==> src/rtl/calc_op_sequencer.sv <==
// -----------------------------------------------------------------------------
// calc_op_sequencer
//
// Sequences one calculator operation between the keypad decoder and the
// processor's shared data memory. Decimal keystrokes build operand A, an
// operator, and operand B. The sequencer writes them into a fixed mailbox,
// starts the processor, waits for completion and reads the result back. That
// result then becomes operand A of the next operation.
//
// Mailbox words, relative to BASE_ADDR:
//   +0  A
//   +4  op
//   +8  B
//   +12 result
//
// Optional feature macro: CALC_TIMEOUT_EN
//   When defined, WAIT_DONE gives up after TIMEOUT cycles. It then sets the
//   sticky error flag and returns to operand entry.
//   When undefined, WAIT_DONE waits indefinitely and error stays low.
//
// Ports:
//   CLK_100MHZ   in   system clock, rising edge
//   reset        in   asynchronous active-high reset
//   key_valid    in   key is valid this cycle
//   key[3:0]     in   0-9 digit, 10 add, 11 sub, 12 mul, 13 equals,
//                     14 ignored, 15 clear
//   mem_addr     out  memory byte address
//   mem_wdata    out  memory write data
//   mem_we       out  memory write enable
//   mem_rdata    in   memory read data, valid one cycle after mem_addr
//   cpu_start    out  one-cycle pulse: mailbox loaded
//   cpu_done     in   level: processor has written the result
//   result       out  last result read back
//   result_valid out  one-cycle pulse while the result is captured
//   disp_value   out  value for the display painter
//   disp_digits  out  digits entered in the current operand
//   busy         out  high from WR_A through RD_CAP
//   error        out  sticky timeout flag
//
// All outputs are registered. They are computed from the next-state values, so
// each output lines up with the state it belongs to.
// -----------------------------------------------------------------------------
module calc_op_sequencer #(
    parameter int          MAX_DIGITS = 9,
    parameter logic [31:0] BASE_ADDR  = 32'h0,
    parameter int          TIMEOUT    = 1023
) (
    input  logic        CLK_100MHZ,
    input  logic        reset,
    input  logic        key_valid,
    input  logic [3:0]  key,
    output logic [31:0] mem_addr,
    output logic [31:0] mem_wdata,
    output logic        mem_we,
    input  logic [31:0] mem_rdata,
    output logic        cpu_start,
    input  logic        cpu_done,
    output logic [31:0] result,
    output logic        result_valid,
    output logic [31:0] disp_value,
    output logic [3:0]  disp_digits,
    output logic        busy,
    output logic        error
);

    localparam logic [3:0] ENTRY_A   = 4'd0;
    localparam logic [3:0] ENTRY_B   = 4'd1;
    localparam logic [3:0] WR_A      = 4'd2;
    localparam logic [3:0] WR_OP     = 4'd3;
    localparam logic [3:0] WR_B      = 4'd4;
    localparam logic [3:0] START     = 4'd5;
    localparam logic [3:0] WAIT_DONE = 4'd6;
    localparam logic [3:0] RD_ADDR   = 4'd7;
    localparam logic [3:0] RD_CAP    = 4'd8;
    localparam logic [3:0] SHOW      = 4'd9;

    localparam logic [3:0] MAX_CNT = 4'(MAX_DIGITS);

    logic [3:0]  state, state_n;
    logic [31:0] op_a, op_a_n;
    logic [31:0] op_b, op_b_n;
    logic [1:0]  op, op_n;
    logic [3:0]  cnt, cnt_n;
    logic [31:0] result_n;
    logic [31:0] mem_addr_n, mem_wdata_n, disp_value_n;
    logic        mem_we_n, cpu_start_n, result_valid_n, busy_n;
    logic [3:0]  key_op;
    logic [31:0] key_ext;

    assign key_op  = key - 4'd10;   // add/sub/mul -> 0/1/2 in the low bits
    assign key_ext = {28'd0, key};

`ifdef CALC_TIMEOUT_EN
    localparam int TCW = (TIMEOUT > 1) ? $clog2(TIMEOUT + 1) : 1;
    logic [TCW-1:0] tcnt, tcnt_n;
    logic           error_n;
`else
    // No watchdog: the flag is a constant low. TIMEOUT is negative only for a
    // nonsense configuration.
    assign error = (TIMEOUT < 0);
`endif

    // Next-state, datapath and registered-output decode.
    always_comb begin
        state_n  = state;
        op_a_n   = op_a;
        op_b_n   = op_b;
        op_n     = op;
        cnt_n    = cnt;
        result_n = result;
`ifdef CALC_TIMEOUT_EN
        tcnt_n   = '0;
        error_n  = error;
`endif
        case (state)
            ENTRY_A, ENTRY_B: begin
                if (key_valid) begin
                    case (key)
                        4'd0, 4'd1, 4'd2, 4'd3, 4'd4,
                        4'd5, 4'd6, 4'd7, 4'd8, 4'd9: begin
                            // Digits past the limit are dropped silently.
                            if (cnt < MAX_CNT) begin
                                if (state == ENTRY_A) begin
                                    op_a_n = op_a * 32'd10 + key_ext;
                                end else begin
                                    op_b_n = op_b * 32'd10 + key_ext;
                                end
                                cnt_n = cnt + 4'd1;
                            end else begin
                                cnt_n = cnt;
                            end
                        end
                        4'd10, 4'd11, 4'd12: begin
                            // In ENTRY_B an operator may only replace the
                            // latched one before any B digit is typed.
                            if (state == ENTRY_A) begin
                                op_n    = key_op[1:0];
                                cnt_n   = 4'd0;
                                state_n = ENTRY_B;
                            end else if (cnt == 4'd0) begin
                                op_n = key_op[1:0];
                            end else begin
                                op_n = op;
                            end
                        end
                        4'd13: begin
                            if (state == ENTRY_B) begin
                                state_n = WR_A;
                            end else begin
                                state_n = state;
                            end
                        end
                        4'd15: begin
                            op_a_n  = 32'd0;
                            op_b_n  = 32'd0;
                            op_n    = 2'd0;
                            cnt_n   = 4'd0;
                            state_n = ENTRY_A;
`ifdef CALC_TIMEOUT_EN
                            error_n = 1'b0;
`endif
                        end
                        default: state_n = state;
                    endcase
                end else begin
                    state_n = state;
                end
            end
            WR_A:  state_n = WR_OP;
            WR_OP: state_n = WR_B;
            WR_B:  state_n = START;
            START: state_n = WAIT_DONE;
            WAIT_DONE: begin
                if (cpu_done) begin
                    state_n = RD_ADDR;
                end else begin
`ifdef CALC_TIMEOUT_EN
                    // Give up after TIMEOUT cycles here without completion.
                    if (tcnt == TCW'(TIMEOUT - 1)) begin
                        error_n = 1'b1;
                        op_a_n  = 32'd0;
                        op_b_n  = 32'd0;
                        op_n    = 2'd0;
                        cnt_n   = 4'd0;
                        state_n = ENTRY_A;
                    end else begin
                        tcnt_n = tcnt + 1'b1;
                    end
`else
                    state_n = WAIT_DONE;
`endif
                end
            end
            RD_ADDR: state_n = RD_CAP;
            RD_CAP: begin
                // The result becomes operand A of the next operation.
                result_n = mem_rdata;
                op_a_n   = mem_rdata;
                op_b_n   = 32'd0;
                cnt_n    = 4'd0;
                state_n  = SHOW;
            end
            SHOW: begin
                if (key_valid) begin
                    case (key)
                        4'd0, 4'd1, 4'd2, 4'd3, 4'd4,
                        4'd5, 4'd6, 4'd7, 4'd8, 4'd9: begin
                            op_a_n  = key_ext;
                            cnt_n   = 4'd1;
                            state_n = ENTRY_A;
                        end
                        4'd10, 4'd11, 4'd12: begin
                            op_n    = key_op[1:0];
                            cnt_n   = 4'd0;
                            state_n = ENTRY_B;
                        end
                        4'd15: begin
                            op_a_n  = 32'd0;
                            op_b_n  = 32'd0;
                            op_n    = 2'd0;
                            cnt_n   = 4'd0;
                            state_n = ENTRY_A;
`ifdef CALC_TIMEOUT_EN
                            error_n = 1'b0;
`endif
                        end
                        default: state_n = SHOW;
                    endcase
                end else begin
                    state_n = SHOW;
                end
            end
            default: state_n = ENTRY_A;
        endcase

        mem_we_n       = (state_n == WR_A) || (state_n == WR_OP) || (state_n == WR_B);
        cpu_start_n    = (state_n == START);
        result_valid_n = (state_n == RD_CAP);
        busy_n         = (state_n >= WR_A) && (state_n <= RD_CAP);

        case (state_n)
            WR_A:    begin mem_addr_n = BASE_ADDR;          mem_wdata_n = op_a_n;          end
            WR_OP:   begin mem_addr_n = BASE_ADDR + 32'd4;  mem_wdata_n = {30'd0, op_n};   end
            WR_B:    begin mem_addr_n = BASE_ADDR + 32'd8;  mem_wdata_n = op_b_n;          end
            RD_ADDR: begin mem_addr_n = BASE_ADDR + 32'd12; mem_wdata_n = 32'd0;           end
            default: begin mem_addr_n = 32'd0;              mem_wdata_n = 32'd0;           end
        endcase

        // While busy the display holds whatever the last entry state showed.
        case (state_n)
            ENTRY_A: disp_value_n = op_a_n;
            ENTRY_B: disp_value_n = (cnt_n == 4'd0) ? op_a_n : op_b_n;
            SHOW:    disp_value_n = result_n;
            default: disp_value_n = disp_value;
        endcase
    end

    // State, datapath and output registers.
    always_ff @(posedge CLK_100MHZ or posedge reset) begin
        if (reset) begin
            state        <= ENTRY_A;
            op_a         <= 32'd0;
            op_b         <= 32'd0;
            op           <= 2'd0;
            cnt          <= 4'd0;
            result       <= 32'd0;
            mem_addr     <= 32'd0;
            mem_wdata    <= 32'd0;
            mem_we       <= 1'b0;
            cpu_start    <= 1'b0;
            result_valid <= 1'b0;
            disp_value   <= 32'd0;
            disp_digits  <= 4'd0;
            busy         <= 1'b0;
        end else begin
            state        <= state_n;
            op_a         <= op_a_n;
            op_b         <= op_b_n;
            op           <= op_n;
            cnt          <= cnt_n;
            result       <= result_n;
            mem_addr     <= mem_addr_n;
            mem_wdata    <= mem_wdata_n;
            mem_we       <= mem_we_n;
            cpu_start    <= cpu_start_n;
            result_valid <= result_valid_n;
            disp_value   <= disp_value_n;
            disp_digits  <= cnt_n;
            busy         <= busy_n;
        end
    end

`ifdef CALC_TIMEOUT_EN
    // Watchdog counter and sticky error flag.
    always_ff @(posedge CLK_100MHZ or posedge reset) begin
        if (reset) begin
            tcnt  <= '0;
            error <= 1'b0;
        end else begin
            tcnt  <= tcnt_n;
            error <= error_n;
        end
    end
`endif

endmodule
==> config.mk <==
export PLATFORM = sky130hd
export DESIGN_NAME = calc_op_sequencer
export DESIGN_NICKNAME = d
export VERILOG_FILES = /design/src/rtl/calc_op_sequencer.sv
export SDC_FILE = /design/constraint.sdc
export NUM_CORES = 1
export LEC_CHECK = 0
export ABC_AREA = 1
export CAP_MARGIN = 10
export CELL_PAD_IN_SITES_DETAIL_PLACEMENT = 1
export CELL_PAD_IN_SITES_GLOBAL_PLACEMENT = 2
export CORE_UTILIZATION = 34
export CTS_CLUSTER_SIZE = 8
export DETAILED_ROUTE_END_ITERATION = 7
export HOLD_SLACK_MARGIN = 0.1
export MAX_ROUTING_LAYER = met4
export PLACE_DENSITY = 0.92
export SLEW_MARGIN = 5
export SYNTH_ARGS = -nofsm -noshare
export SYNTH_HDL_FRONTEND = slang
export SYNTH_SLANG_ARGS = --single-unit
==> constraint.sdc <==
create_clock -name CLK_100MHZ -period 11.3 [get_ports CLK_100MHZ]
set_clock_uncertainty 0.1 [all_clocks]
set_input_delay 1.13 -clock CLK_100MHZ [delete_from_list [all_inputs] [get_ports CLK_100MHZ]]
set_output_delay 1.13 -clock CLK_100MHZ [all_outputs]
set_load 0.02 [all_outputs]
-- Word-level counts from Yosys, hierarchy flattened
Index checks and enable logic that the tools add are counted.
- flip-flop bits (word level): 206
- input bits: 40
- output and inout port bits: 137
- word-level logic and storage cells: 108
- add/sub/neg operators: 4
- $mul: 2
- $lt $le $gt $ge: 3
- equal/unequal tests: 31
- mux-type cells: 41
- reduce and logical (&&, ||, !) cells: 14
- operator list (cell ; count):
    32-bit one-hot mux with 3 select lines ; 4
    32-bit two-way mux ; 11
    32-bit one-hot mux with 2 select lines ; 3
    32-bit by 4-bit adder with 32-bit output ; 2
    32-bit by 3-bit multiplier with 31-bit output (second input constant) ; 2
    4-bit one-hot mux with 3 select lines ; 4
    4-bit by 3-bit equality test with 1-bit output (second input constant) ; 11
    4-bit equality test (second input constant) ; 11
    4-bit one-hot mux with 9 select lines ; 1
    4-bit two-way mux ; 8
    4-bit by 2-bit equality test with 1-bit output (second input constant) ; 6
    4-bit zero test ; 5
    4-bit one-hot mux with 2 select lines ; 2
    4-bit by 1-bit equality test with 1-bit output (second input constant) ; 3
    2-bit one-hot mux with 2 select lines ; 3
    11-bit OR reduction ; 1
    10-bit OR reduction ; 1
    2-bit two-way mux ; 4
    4-bit by 1-bit adder with 4-bit output (second input constant) ; 1
    4-bit by 2-bit greater-or-equal comparator with 1-bit output (second input constant) ; 1
    4-bit less-or-equal comparator (second input constant) ; 1
    4-bit less-than comparator (second input constant) ; 1
    4-bit OR reduction ; 1
    3-bit nonzero test ; 1
    6 further kinds ; 7

-- Logic depth before layout (Yosys ltp)
- word-level depth: 9
- gate-level depth with buffers: 28
- gate-level depth less buffers: 28

-- Worst setup path before layout
Ideal clock, no wire load.
- kind: input to register
- from: in key[1]
- to: reg disp_value[31]
- setup time: 0.116 ns
- data arrival time: 3.197 ns
- data required time: 11.084 ns
- setup slack: 7.886 ns
- stages: 25
- buffers on the path: 0
- path through: ha_1 fa_1 nand2_1 a21oi_1 nand2_1 nor2_1 nand2_1 nor2_1 nand2_1 nor2_2 inv_1 nor2_4 nand2_2 nor2_1 nand4_1 nand2_1 nand2_1 nand2_1 nand2_1 nand2_1 nand3_1 nand2_1 nand2_1 nand2_1 nand2_1
- cells in the longest elaborated chain, start to end: 8
- elaborated cells on any way between the ends: 52
- classes of those cells: add/sub: 2; eq/ne: 16; mux: 26; reduce/logical: 8
- ends and longest elaborated chain (element ; line ; text):
    start: declaration ; 51 ; input logic [3:0] key,
    32-bit by 4-bit adder with 32-bit output (tied with other cells) ; 126 ; op_b_n = op_b * 32'd10 + key_ext;
    32-bit two-way mux (tied with other cells) ; 123 ; if (state == ENTRY_A) begin
    32-bit two-way mux (tied with other cells) ; 122 ; if (cnt < MAX_CNT) begin
    32-bit one-hot mux with 2 select lines (tied with other cells) ; 118 ; case (key)
    32-bit two-way mux / 4-bit one-hot mux with 3 select lines (equally long branches) ; 117, 115 ;
    32-bit one-hot mux with 3 select lines / 4-bit zero test (equally long branches) ; 115, 252 ;
    32-bit two-way mux ; 252 ; ENTRY_B: disp_value_n = (cnt_n == 4'd0) ? op_a_n : op_b_n;
    32-bit one-hot mux with 3 select lines ; 250 ; case (state_n)
    end signal: assignment ; 287 ; disp_value <= disp_value_n;
    end: declaration ; 60 ; output logic [31:0] disp_value,
Several ways; a longest one is shown, not always the timed one.
A chain may end at the register's enable or synchronous reset.

-- Final worst setup path
- from: in key[2]
- to: reg disp_value[1]
- elaborated cells on any way between the ends: 46
- classes of those cells: eq/ne: 16; mux: 22; reduce/logical: 8
- RTL lines (element ; line ; text):
    4-bit equality test (tied with other cells) ; 118, 205 ;
    11-bit OR reduction (no source line) / 3-bit OR reduction (equally long branches) ; -- ;
    4-bit one-hot mux with 2 select lines / 4-bit one-hot mux with 3 select lines (equally long branches) ; 205, 118 ;
    4-bit two-way mux (on tied branches) ; 204, 117 ;
    4-bit one-hot mux with 9 select lines (*) ; 115 ; case (state)
    named net state_n[0] ; 79 ; logic [3:0] state, state_n;
    4-bit equality test (tied with other cells) ; 250 ;
    32-bit one-hot mux with 3 select lines / 3-bit nonzero test (equally long branches) ; -- ;
The timed path passes the listed nets; every way through them passes the cells marked *.

==> results.md <==
- Status: finished clean
- Core area: 47900 um^2
- Clk root buf: clkbuf_16
- Vias in the first global route: approximately 18000
- Setup Fix Bufs, Post-CTS: 0
- Share of cells above drive strength 1: 0.0526
- Max transition margin: 0.301
- Fmax: 173 MHz
- Initial antenna violation count: 1
- Worst Path Arrival: 5.99 ns
- Largest family of logic cells by synthesized area: simple AND/OR/NAND/NOR gates
- Final hold violation count: 0
- Crit-path leading delay family: simple AND/OR/NAND/NOR gates
- Tmin final: 5.78 ns
- Multi-input logic area: 10400 um^2
- Yosys warnings: 0
- # IOs: 177
- Final setup fails: 0
- Die area: 49600 um^2
- EDFF count, synth: 0
- DP Wirelength: 59400 um
- FF+latch area: between 4000 and 5000 um^2
- Final core occ: 0.398
- Post-CTS resize count: 0
- Layout Cells excl Fill: 3372
- Most used cell, CP: inv_2
- Post-Syn Instances: 2640
- Slew Viols, Final: 0
- Simple-Gate Fraction of Synth Area: 0.384
- Multiplexer share of the synthesized area: 0
- Fill count: between 6000 and 7000
- Placed Instances: 3339
- Cell Chain, Critical Path: clkdlybuf4s50_1 > o21a_1 > buf_4 > inv_2 > nor2_4 > inv_2 > nand2_1 > inv_2 > nor2_8 > inv_4 > nand3_1 > nor3_2 > nand2_2 > nand3_2 > nand2_2 > inv_2 > nand2_1 > o21ai_1
- Crit-path max FO: 38
- Critical Path Sink Type: flip-flop
- All-Layer GR Usage: 0.305
- 1st-pass router iterations: 5
- Crit path buf inv count: 7
- Port-buffer cells: ~150
- Global route overflow: 0
- Min-delay worst type: flip-flop to flip-flop
- Antenna viol nets, final: 0
- Nets: about 2900
- CP max stage cell: clkdlybuf4s50_1
- Mapped Area: between 15000 and 20000 um^2
- Setup Crit Path Kind: input port to flip-flop
- Final instance area: 19100 um^2
- CTS tree: done
- Worst Tran Pin Value: 1.05 ns
- RSZ-0062 raised after global routing: no
- H-tree Lvls: 4
- Placement Cell Area: 18400 um^2
- Largest net degree at the start of global routing: 101
- Via count: 18300
- Clk_lat worst skew: 0.45 ns
- Adder-cell area share of the yosys netlist: 0.0939
- Routed wire length: 73700 um
- Sum Neg Setup Slack: 0 ns
- Global-route wire length before repair: between 100000 and 150000 um
- Area grow syn2layout: 15.1%
- Synth Area in Compound Gates: 0.133
- Clk buf depth: 2
- TritonCTS Sinks: 176
- CTS buffer count: 17
- Final worst-path cycle share: 0.511
- DRT iter0 DRCs: between 1000 and 1500
- Worst Setup Start Kind: input port
- Row cnt: 80
- CP max stage delay: roughly 0.70 ns
- #FFs+latches synth: 176
- Avg Inst Size Synth: 6.28 um^2
- Initial Util: 0.346
- Gp weighted congestion: 1.01
- WP data required: between 10 and 15 ns
- Yosys cell types: 58
- Die width: 223 um
- Per-cell routed wire length: about 22 um
- DRC: 0
- Xor/xnor cell area share of the yosys netlist: 0.00898
- # hold bufs at CTS: 0
- Sequential-to-total area share from yosys stat: 0.266
- Top_reg_cell synth: dfrtp_1
- Reg clk slew, reported paths: 0.07 ns
- Avg Vias per Cell: 5.44
- Ys async rst share: 1.00
- Max Cap Viol: 0
- DIE HEIGHT: 223 um
per-stage QoR:
step                      setup WS [ns]  hold slack, ns
after floorplan                    5.30           0.387
after global placement             5.46           0.376
after detailed placement           5.15           0.380
after CTS                          5.61           0.399
after global routing               5.17           0.419
final                              5.52           0.400
flip-flops by register name, summed over array words and instances, names as in the netlist, 2 cells and up:
signal,count
result,32
mem_wdata,32
op_b,32
state,4
mem_addr,2
op_a,32
cnt,4
op,2
disp_value,32
tightest hold or removal path: cells and delay by family (launching register included):
kind | cells | cell delay [ns]
DFF | 1 | 0.36
and+or+nand+nor | 2 | 0.12
worst paths after layout:
check	start	to	slack [ns]	depth (start not counted)
max reg2reg	state[1]	disp_value[25]	6.33	13
max	key[2]	disp_value[1]	5.52	18
min in group asynchronous	reset	disp_value[24]	1.08	2
min reg2reg	disp_value[20]	disp_value[20]	0.40	2
max in group asynchronous	reset	op_b[3]	8.49	3
min	disp_value[20]	disp_value[20]	0.40	2
kinds of logic after synthesis:
family,after synthesis
AOI/OAI and AO/OA,386
DFF,176
xor gates and xnor gates,17
and+or+nand+nor,1490
adders and majority gates,122
other,1
buffers and inverters,448
per-layer routing:
layer / wire, um / global-route usage
met3: 4040 / 0.0410
met2: 33500 / 0.482
met1: 33700 / 0.402
met5: 0 / -
met4: 2420 / 0.101
layout by cell type, fill, tap and decap left out, drive strengths merged, types with 3 or more instances in the layout:
| cell | Yosys | final |
|---|---|---|
| nand2 | 1014 | 1014 |
| inv | 347 | 351 |
| nor2 | 213 | 213 |
| nand3 | 179 | 179 |
| dfrtp | 176 | 176 |
| a21oi | 146 | 146 |
| clkdlybuf4s50 | 0 | 145 |
| o21ai | 144 | 144 |
| ha | 118 | 118 |
| nand4 | 44 | 44 |
| conb | 1 | 31 |
| nor3 | 19 | 19 |
| o22ai | 17 | 17 |
| o211ai | 17 | 17 |
| clkbuf | 40 | 17 |
| a22o | 16 | 16 |
| a31oi | 12 | 12 |
| nand3b | 12 | 12 |
| xor2 | 10 | 10 |
| buf | 60 | 9 |
| xnor2 | 7 | 7 |
| o221ai | 6 | 6 |
| clkinv | 1 | 6 |
| o21a | 5 | 5 |
| bufinv | 0 | 5 |
| a32oi | 4 | 4 |
| o2111ai | 4 | 4 |
| fa | 4 | 4 |
| a221oi | 3 | 3 |
| a31o | 3 | 3 |
| or2 | 3 | 3 |
| o311ai | 3 | 3 |
cells in the mapped netlist (4+ instances only):
master	count	area, um^2
a21oi_1	144	721
a22o_1	16	140
a31oi_1	12	75.1
a32oi_1	4	35.0
buf_2	17	85.1
buf_4	37	278
buf_6	5	56.3
clkbuf_1	40	150
dfrtp_1	176	4400
fa_1	4	80.1
ha_1	118	1480
inv_1	327	1230
inv_2	18	67.6
nand2_1	998	3750
nand2_2	16	100
nand3_1	166	831
nand3_2	12	120
nand3b_1	8	60.1
nand4_1	43	269
nor2_1	179	672
nor2_2	22	138
nor2_4	7	78.8
nor2_8	5	100
nor3_1	17	85.1
o2111ai_1	4	35.0
o211ai_1	17	128
o21a_1	5	37.5
o21ai_0	102	510
o21ai_1	40	200
o221ai_1	6	52.6
o22ai_1	17	106
xnor2_1	7	61.3
xor2_1	10	87.6
layout make-up:
| cell class | instances | share of cell area |
|---|---|---|
| Multi-Input combinational cell | 2046 | 0.546 |
| Sequential cell | 176 | 0.231 |
| Timing Repair Buffer | 154 | 0.0796 |
| Antenna cell | 1 | 0.000131 |
| Clock buffer | 17 | 0.0223 |
| Inverter | 348 | 0.0691 |
| Clock inverter | 15 | 0.0119 |
| Tap cell | 615 | 0.0403 |
Power is not shown: default switching activity piles up to over one toggle a cycle in this logic, so the estimate is an artifact.
